**config.mk**
```make
export PLATFORM = sky130hd
export DESIGN_NAME = iq_demodulator_flat
export DESIGN_NICKNAME = d
export VERILOG_FILES = /design/src/rtl/iq_demodulator_if.sv /design/src/rtl/iq_demodulator.sv /design/src/flat_wrapper.sv
export SDC_FILE = /design/constraint.sdc
export NUM_CORES = 1
export LEC_CHECK = 0
export BUFFER_PORTS_ARGS = -buffer_cell sky130_fd_sc_hd__buf_2
export CORE_MARGIN = 10
export CORE_UTILIZATION = 35
export CTS_CLUSTER_SIZE = 12
export DETAILED_ROUTE_END_ITERATION = 8
export HOLD_SLACK_MARGIN = 0.12
export RECOVER_POWER = 25
export SLEW_MARGIN = 0
export SYNTH_ARGS = -nofsm -noshare
export SYNTH_HDL_FRONTEND = slang
export SYNTH_SLANG_ARGS = --single-unit
```
**constraint.sdc**
```tcl
create_clock -name clk -period 5.16 [get_ports clk]
set_input_delay 0.258 -clock clk [delete_from_list [all_inputs] [get_ports clk]]
set_output_delay 0.258 -clock clk [all_outputs]
set_load 0.05 [all_outputs]
```
**src/rtl/iq_demodulator_if.sv**
```systemverilog
// Stream bundle (data/valid/ready) for the IQ demodulator sample,
// reference and result ports.
interface iq_demodulator_if #(
    parameter int W = 16
) ();
    logic [W-1:0] tdata;
    logic         tvalid;
    logic         tready;

    modport master (output tdata, output tvalid, input  tready);
    modport slave  (input  tdata, input  tvalid, output tready);
endinterface

```
**src/rtl/iq_demodulator.sv**
```systemverilog
// IQ demodulator: mixes a real sample stream with a packed cos/sin reference,
// integrates-and-dumps DEC_NUM products, then scales, saturates and presents
// packed {Q,I} on a single-entry output register with an overflow counter.
module iq_demodulator #(
    parameter int DEC_NUM = 10,
    parameter int D_W     = 16,
    parameter int R_W     = 8,
    parameter int O_W     = 16,
    parameter int SHIFT   = 8
) (
    input  logic              clk,
    input  logic              rstn,
    iq_demodulator_if.slave   s_axis,
    iq_demodulator_if.slave   s_axis_ref,
    iq_demodulator_if.master  m_axis,
    output logic [15:0]       overflow_cnt
);
    localparam int M_W   = D_W + R_W;
    localparam int CNT_W = (DEC_NUM > 1) ? $clog2(DEC_NUM) : 1;
    localparam int A_W   = M_W + $clog2(DEC_NUM);

    localparam logic signed [A_W-1:0] SAT_MAX = A_W'({1'b0, {(O_W-1){1'b1}}});
    localparam logic signed [A_W-1:0] SAT_MIN = ~SAT_MAX;

    logic                    r_run;
    logic signed [M_W-1:0]   r_mix_i, r_mix_q;
    logic                    r_mix_vld;
    logic [CNT_W-1:0]        r_cnt;
    logic signed [A_W-1:0]   r_acc_i, r_acc_q;
    logic [2*O_W-1:0]        r_tdata;
    logic                    r_tvalid;
    logic [15:0]             r_ovf;

    logic signed [D_W-1:0]   w_x_raw;
    logic signed [R_W-1:0]   w_cos_raw, w_sin_raw;
    logic signed [M_W-1:0]   w_x, w_cos, w_sin;
    logic                    w_ready, w_accept, w_last, w_dump;
    logic signed [A_W-1:0]   w_sum_i, w_sum_q, w_sh_i, w_sh_q;
    logic [O_W-1:0]          w_y_i, w_y_q;

    // Clip a scaled sum into the signed output range.
    function automatic logic [O_W-1:0] sat(input logic signed [A_W-1:0] v);
        if (v > SAT_MAX)      return SAT_MAX[O_W-1:0];
        else if (v < SAT_MIN) return SAT_MIN[O_W-1:0];
        else                  return v[O_W-1:0];
    endfunction

    // Operands are sign-extended to product width so the multiply is exact.
    assign w_x_raw   = s_axis.tdata[D_W-1:0];
    assign w_cos_raw = s_axis_ref.tdata[R_W-1:0];
    assign w_sin_raw = s_axis_ref.tdata[2*R_W-1:R_W];
    assign w_x       = M_W'(w_x_raw);
    assign w_cos     = M_W'(w_cos_raw);
    assign w_sin     = M_W'(w_sin_raw);

    // Ready never looks at the sample valid; the reference is consumed with the sample.
    assign w_ready  = r_run & s_axis_ref.tvalid;
    assign w_accept = w_ready & s_axis.tvalid;

    assign w_last = (r_cnt == CNT_W'(DEC_NUM - 1));
    assign w_dump = r_mix_vld & w_last;

    // cnt==0 starts a new block, so the stale accumulator is ignored there.
    assign w_sum_i = ((r_cnt == '0) ? '0 : r_acc_i) + A_W'(r_mix_i);
    assign w_sum_q = ((r_cnt == '0) ? '0 : r_acc_q) + A_W'(r_mix_q);
    assign w_sh_i  = w_sum_i >>> SHIFT;
    assign w_sh_q  = w_sum_q >>> SHIFT;
    assign w_y_i   = sat(w_sh_i);
    assign w_y_q   = sat(w_sh_q);

    // Run flag: opens the input one cycle after reset is released.
    always_ff @(posedge clk) begin
        if (!rstn) r_run <= 1'b0;
        else       r_run <= 1'b1;
    end

    // Mix stage: register full-precision products for each accepted sample.
    always_ff @(posedge clk) begin
        if (!rstn) begin
            r_mix_i   <= '0;
            r_mix_q   <= '0;
            r_mix_vld <= 1'b0;
        end else begin
            r_mix_vld <= w_accept;
            if (w_accept) begin
                r_mix_i <= w_x * w_cos;
                r_mix_q <= w_x * w_sin;
            end
        end
    end

    // Integrate-and-dump: accumulate DEC_NUM products, restart after the last.
    always_ff @(posedge clk) begin
        if (!rstn) begin
            r_cnt   <= '0;
            r_acc_i <= '0;
            r_acc_q <= '0;
        end else if (r_mix_vld) begin
            if (w_last) begin
                r_cnt   <= '0;
                r_acc_i <= '0;
                r_acc_q <= '0;
            end else begin
                r_cnt   <= r_cnt + CNT_W'(1);
                r_acc_i <= w_sum_i;
                r_acc_q <= w_sum_q;
            end
        end
    end

    // Output register: a new result always wins; a lost unread result is counted.
    always_ff @(posedge clk) begin
        if (!rstn) begin
            r_tdata  <= '0;
            r_tvalid <= 1'b0;
            r_ovf    <= '0;
        end else if (w_dump) begin
            r_tdata  <= {w_y_q, w_y_i};
            r_tvalid <= 1'b1;
            if (r_tvalid && !m_axis.tready && (r_ovf != 16'hFFFF))
                r_ovf <= r_ovf + 16'd1;
        end else if (m_axis.tready) begin
            r_tvalid <= 1'b0;
        end
    end

    assign s_axis.tready     = w_ready;
    assign s_axis_ref.tready = w_ready;
    assign m_axis.tdata      = r_tdata;
    assign m_axis.tvalid     = r_tvalid;
    assign overflow_cnt      = r_ovf;
endmodule

```
**src/flat_wrapper.sv**
```systemverilog
// flat-port wrapper written by rule: the top's interface ports become plain ports
module iq_demodulator_flat 
#(
    parameter int DEC_NUM = 10,
    parameter int D_W     = 16,
    parameter int R_W     = 8,
    parameter int O_W     = 16,
    parameter int SHIFT   = 8
)
  (clk, rstn, overflow_cnt, s_axis_tdata, s_axis_tvalid, s_axis_tready, s_axis_ref_tdata, s_axis_ref_tvalid, s_axis_ref_tready, m_axis_tdata, m_axis_tvalid, m_axis_tready);
  iq_demodulator_if #(.W(16)) s_axis_i ();
  iq_demodulator_if #(.W(16)) s_axis_ref_i ();
  iq_demodulator_if #(.W(32)) m_axis_i ();
  input  logic clk;
  input  logic rstn;
  output logic [15:0] overflow_cnt;
  input wire logic [$bits(s_axis_i.tdata)-1:0] s_axis_tdata;
  input wire logic [$bits(s_axis_i.tvalid)-1:0] s_axis_tvalid;
  output wire logic [$bits(s_axis_i.tready)-1:0] s_axis_tready;
  input wire logic [$bits(s_axis_ref_i.tdata)-1:0] s_axis_ref_tdata;
  input wire logic [$bits(s_axis_ref_i.tvalid)-1:0] s_axis_ref_tvalid;
  output wire logic [$bits(s_axis_ref_i.tready)-1:0] s_axis_ref_tready;
  output wire logic [$bits(m_axis_i.tdata)-1:0] m_axis_tdata;
  output wire logic [$bits(m_axis_i.tvalid)-1:0] m_axis_tvalid;
  input wire logic [$bits(m_axis_i.tready)-1:0] m_axis_tready;
  assign s_axis_i.tdata = s_axis_tdata;
  assign s_axis_i.tvalid = s_axis_tvalid;
  assign s_axis_tready = s_axis_i.tready;
  assign s_axis_ref_i.tdata = s_axis_ref_tdata;
  assign s_axis_ref_i.tvalid = s_axis_ref_tvalid;
  assign s_axis_ref_tready = s_axis_ref_i.tready;
  assign m_axis_tdata = m_axis_i.tdata;
  assign m_axis_tvalid = m_axis_i.tvalid;
  assign m_axis_i.tready = m_axis_tready;
  iq_demodulator #(.DEC_NUM(DEC_NUM), .D_W(D_W), .R_W(R_W), .O_W(O_W), .SHIFT(SHIFT)) u_core (.clk(clk), .rstn(rstn), .s_axis(s_axis_i), .s_axis_ref(s_axis_ref_i), .m_axis(m_axis_i), .overflow_cnt(overflow_cnt));
endmodule
```
* After elaboration in Yosys (flattened, before gate mapping)
Index checks and enable logic that the tools add are counted.
** Operators by class
- $add $sub $neg :: 4
- Multipliers :: 2
- Order comparisons :: 4
- Equal/unequal tests :: 2
- Multiplexer cells :: 12
- Bitwise operators :: 3
- Reductions and logical operators :: 6
** Operator list (count)
- $mux 28 :: 4
- $mux 16 :: 4
- $add 28x28->28 :: 2
- $mul 16x8->24 :: 2
- $gt 20x16->1 const B :: 2
- $lt 20x16->1 const B :: 2
- $add 16x1->16 const B :: 1
- $ne 16x16->1 const B :: 1
- $add 4x1->4 const B :: 1
- $eq 4x4->1 const B :: 1
- $logic_not 4->1 :: 1
- $mux 4 :: 1
- $and 1x1->1 :: 3
- $mux 1 :: 3
- $logic_and 1x1->1 :: 2
- $reduce_and 2->1 :: 1
- $reduce_bool 2->1 :: 1
- $logic_not 1->1 :: 1
** Word-level totals
- Flip-flop bits (word level) :: 159
- Bits of input ports :: 37
- Output and inout port bits :: 51
- Logic and storage cells :: 43

* Longest topological paths before layout
- Depth after elaboration :: 6
- Mapped depth :: 21
- Mapped depth without buffers :: 20

* Least setup slack after synthesis
No wires, ideal clock.
- Kind :: input -> register
- Start :: in s_axis_ref_tdata[15]
- End :: reg u_core.r_mix_q[23]
- Arrival :: 4.861 ns
- Required time :: 5.028 ns
- Setup slack :: 0.167 ns
- Cell stages on the path :: 19
- Path buffers :: 1
- Cell sequence :: inv_1 buf_1 nor2_1 fa_1 fa_1 fa_1 inv_1 fa_1 inv_1 ha_1 o21a_1 o21a_1 a41oi_1 a211o_1 o21ai_0 a311oi_1 a21oi_1 xnor2_1 a21oi_1
** On the way
- Word-level cells in the longest chain between the ends :: 1
** Ends and longest elaborated chain
- start: declaration :: line flat_wrapper.sv:20 : input wire logic [$bits(s_axis_ref_i.tdata)-1:0] s_axis_ref_tdata;
- $mul 16x8->24 :: line iq_demodulator.sv:87 : r_mix_q <= w_x * w_sin;
- end signal: assignment :: line iq_demodulator.sv:87
- end: declaration :: line iq_demodulator.sv:26 : logic signed [M_W-1:0] r_mix_i, r_mix_q;
No other way between the ends.
A chain may end at the register's enable or synchronous reset.

* Worst setup path in the final report
- Start :: in s_axis_ref_tdata[14]
- End :: reg u_core.r_mix_q[23]
Same word-level chain as after synthesis.

==> impl_metrics.toml <==
[status]
outcome = "complete, but fails checks"
violations = "capacitance limit, slew limit"

[yosys]
yosysTopAreaCellShare = 0.227
synth_flop_cell = "dfxtp_1"
synthArstFlopShare = 0
seq_area_frac_synth = 0.173
netlist-cell-type-count = 77
synth_area_leaders = "fa_1 23%, dfxtp_1 17%, ha_1 9.9%, and2_1 9.5%, inv_1 6.2%"
synth-edff-count = 0
syn_nets = 2540
synth_common_cells = "301 x inv_1, 278 x and2_1, 208 x fa_1"
synth_cells = 2150
synth_area_leader_cell = "fa_1"
synth.cell_area_sq_um = 18400
yosysMostFrequentCell = "inv_1"
synth_area_per_cell_sq_um = 8.54
ys_ff_latch = 159
ys_warn_count = 0

[critical_path]
cp_top_family = "adder cells"
timing.rr.start = "u_core.r_cnt[2]$_SDFFE_PN0P_"
crit_top_cell = "fa_1"
path_cells = "buf_2 -> and2_1 -> fa_1 -> fa_1 -> fa_1 -> inv_1 -> fa_1 -> inv_1 -> ha_1 -> o21a_1 -> o21a_1 -> a41oi_1 -> a211o_1 -> o21ai_0 -> a311oi_1 -> a21oi_1 -> xnor2_1 -> a21oi_1"
path_class = "in -> reg"
cp_slowest_stage_delay_ns = 0.56
endpoint_kind = "register"
crit_required_ns = 5.46
critPathSlowestCell = "fa_1"
worstPathMaxFanout = 16
critical_path_buf_inv_count = 3
worst-endpoint-arrival_ns = 4.97
critPathLaunchType = "input port"
critical_path.startpoint = "s_axis_ref_tdata[14]"

[clocking]
clkSinkCount = 159
cts_max_level = 4
clk_pin_slew_worst_paths_ns = 0.06
cts_hold_buffers = 0
ctsResizeCount = 0
clk_latency_ns = 0.44
cts_tree = "yes"
cts-root-buf = "clkbuf_16"
cts_buffer_depth = 2
cts_buffers = 17
post_cts_buffers = 0

[power]
p_seq_frac = 0.196
ir_worst_vdd_v = 0.000243
p_leak_nw = 9.01
swShare = 0.449
p_clk_frac = 0.173
p_per_area_nw_per_um2 = 363
switching_power_mw = 3.26
total_power_mw = 7.27
combPwrFrac = 0.631
p_int_mw = 4.00

[final_layout]
area.growth.synth_to_final_pct = 8.98
nFillCells = 5250
nets = 2585
antenna-diode-count = 0
drive_above_1_share = 0.0598
final_area_sq_um = 20000

[sta]
setup_violations = 0
maxSlewViolCount = 107
finalCriticalPeriod_ns = 4.67
fin_crit_sh = 0.904
rsz0062_at_grt = "no"
fmax_ghz = 0.214
worst_slew_pin_slew_ns = 4.07
relSlewSlack = -1.72
final.setup.tns_ns = 0
setup_ws_ns = 0.493
hold_viol = 0
finalClockSkew_ns = 0.00874

[floorplan]
die_area_sq_um = 62000
initial_core_util = 0.356
ios = 88
rows = 83
die_h_um = 249
die_w_um = 249
core_sq_um = 51600

[drt]
antenna_left = 0
viasPerCell = 5.00
routedWlPerCell_um = 15.7
drtIter0Drc = 767
via_count = 14400
post-route-drc-count = 0
wl_um = 45300
dr.pass1.iters = 7

[min_path]
worstHoldStart = "m_axis_tready"
hp-class = "in -> reg"

[placement]
place_area_sq_um = 19500
port_buffers = 87
place_congestion = 0.871
hpwlAfterDp_um = 35500
preCtsSetupSlack_ns = 0.0438

[run]
maxCapViolCount = 1

[global_routing]
antenna_found_initial = 0
grt_usage = 0.145
grt_max_degree = 107
grt_overflow = 0
grt_pass1_vias = 14500
grt_pass1_wl_um = 75600
==> cell families after synthesis <==
group | synth area share
adders and majority gates | 0.326
xor gates and xnor gates | 0.0477
muxes | 0.00279
buffers and inverters | 0.0804
AOI/OAI and AO/OA | 0.154
DFF | 0.173
and+or+nand+nor | 0.216
==> placed cells by master, fill, tap and decap left out, types with 6 or more instances in the layout <==
cell / instances
inv_1: 300
and2_1: 278
fa_1: 208
nand2_1: 170
dfxtp_1: 159
ha_1: 145
nor2_1: 90
o21ai_0: 87
a21oi_1: 80
xnor2_1: 63
clkbuf_1: 51
nor2b_1: 49
buf_2: 38
o21a_1: 36
nor3_1: 35
nand2b_1: 34
xor2_1: 32
nand3_1: 31
a21o_1: 29
a21boi_0: 28
buf_4: 25
a22oi_1: 22
o31a_1: 17
clkbuf_16: 17
or3_1: 13
and3_1: 11
o22ai_2: 11
nand4_1: 8
o2bb2ai_1: 8
a22o_1: 8
a41oi_1: 7
o21bai_1: 6
o31ai_1: 6
clkinvlp_4: 6
==> worst paths after layout <==
kind | cells after the start | end | slack [ns]
max reg2reg | 18 | u_core.m_axis.tdata[26]$_SDFFE_PN0P_ | 0.53
min | 3 | u_core.m_axis.tvalid$_SDFFE_PN0P_ | 0.16
max | 18 | u_core.r_mix_q[23]$_SDFFE_PN0P_ | 0.49
min reg2reg | 2 | u_core.r_acc_q[0]$_SDFFE_PN0P_ | 0.47
==> state kept, by name, indices dropped and copies added, names as in the netlist <==
register              cells
u_core.overflow_cnt      16
u_core.m_axis.tdata      32
u_core.r_acc_q           28
u_core.r_mix_i           24
u_core.r_run              1
u_core.r_mix_vld          1
u_core.r_mix_q           24
u_core.r_cnt              4
u_core.r_acc_i           28
u_core.m_axis.tvalid      1
==> through the flow <==
stage	std cells	hold WS [ns]	util
2_1_floorplan	2150	0.286	-
3_3_place_gp	2856	0.455	0.378
3_5_place_dp	2856	0.462	0.378
4_1_cts	2887	0.142	0.389
5_1_grt	2887	0.165	0.388
6_report	2887	0.155	0.388
==> per-layer routing <==
| layer | GRT usage | wire length, um | vias to the layer above |
|---|---|---|---|
| met2 | 0.220 | 19500 | 294 |
| met3 | 0.0193 | 1810 | 28 |
| li1 | - | - | 7083 |
| met5 | 0 | 0 | - |
| met1 | 0.214 | 23500 | 7017 |
| met4 | 0.0283 | 511 | 0 |
==> power by group through the flow <==
| stage | Combinational (mW) | Clock, mW | Sequential [mW] |
|---|---|---|---|
| after floorplan | 3.49 | 0 | 1.38 |
| after detailed placement | 4.58 | 0 | 1.45 |
| after CTS | 4.62 | 1.29 | 1.42 |
| after global routing | 5.29 | 1.33 | 1.43 |
| after global placement | 4.50 | 0 | 1.45 |
| final | 4.59 | 1.26 | 1.42 |
==> tightest hold or removal path: stages <==
cell and delay [ns]:
buf_2 0.08, nor2b_1 0.05, o21a_1 0.16
==> area by class of cell <==
type	count	area (sq um)	area share
clock buffer	19	433	0.0216
clock inverter	12	136	0.00682
inverter	301	1130	0.0565
multi-input combinational	1603	13700	0.685
sequential	159	3180	0.159
tap	680	851	0.0425
timing repair buffer	113	567	0.0283
No activity file was read; power rests on OpenSTA's default activity.
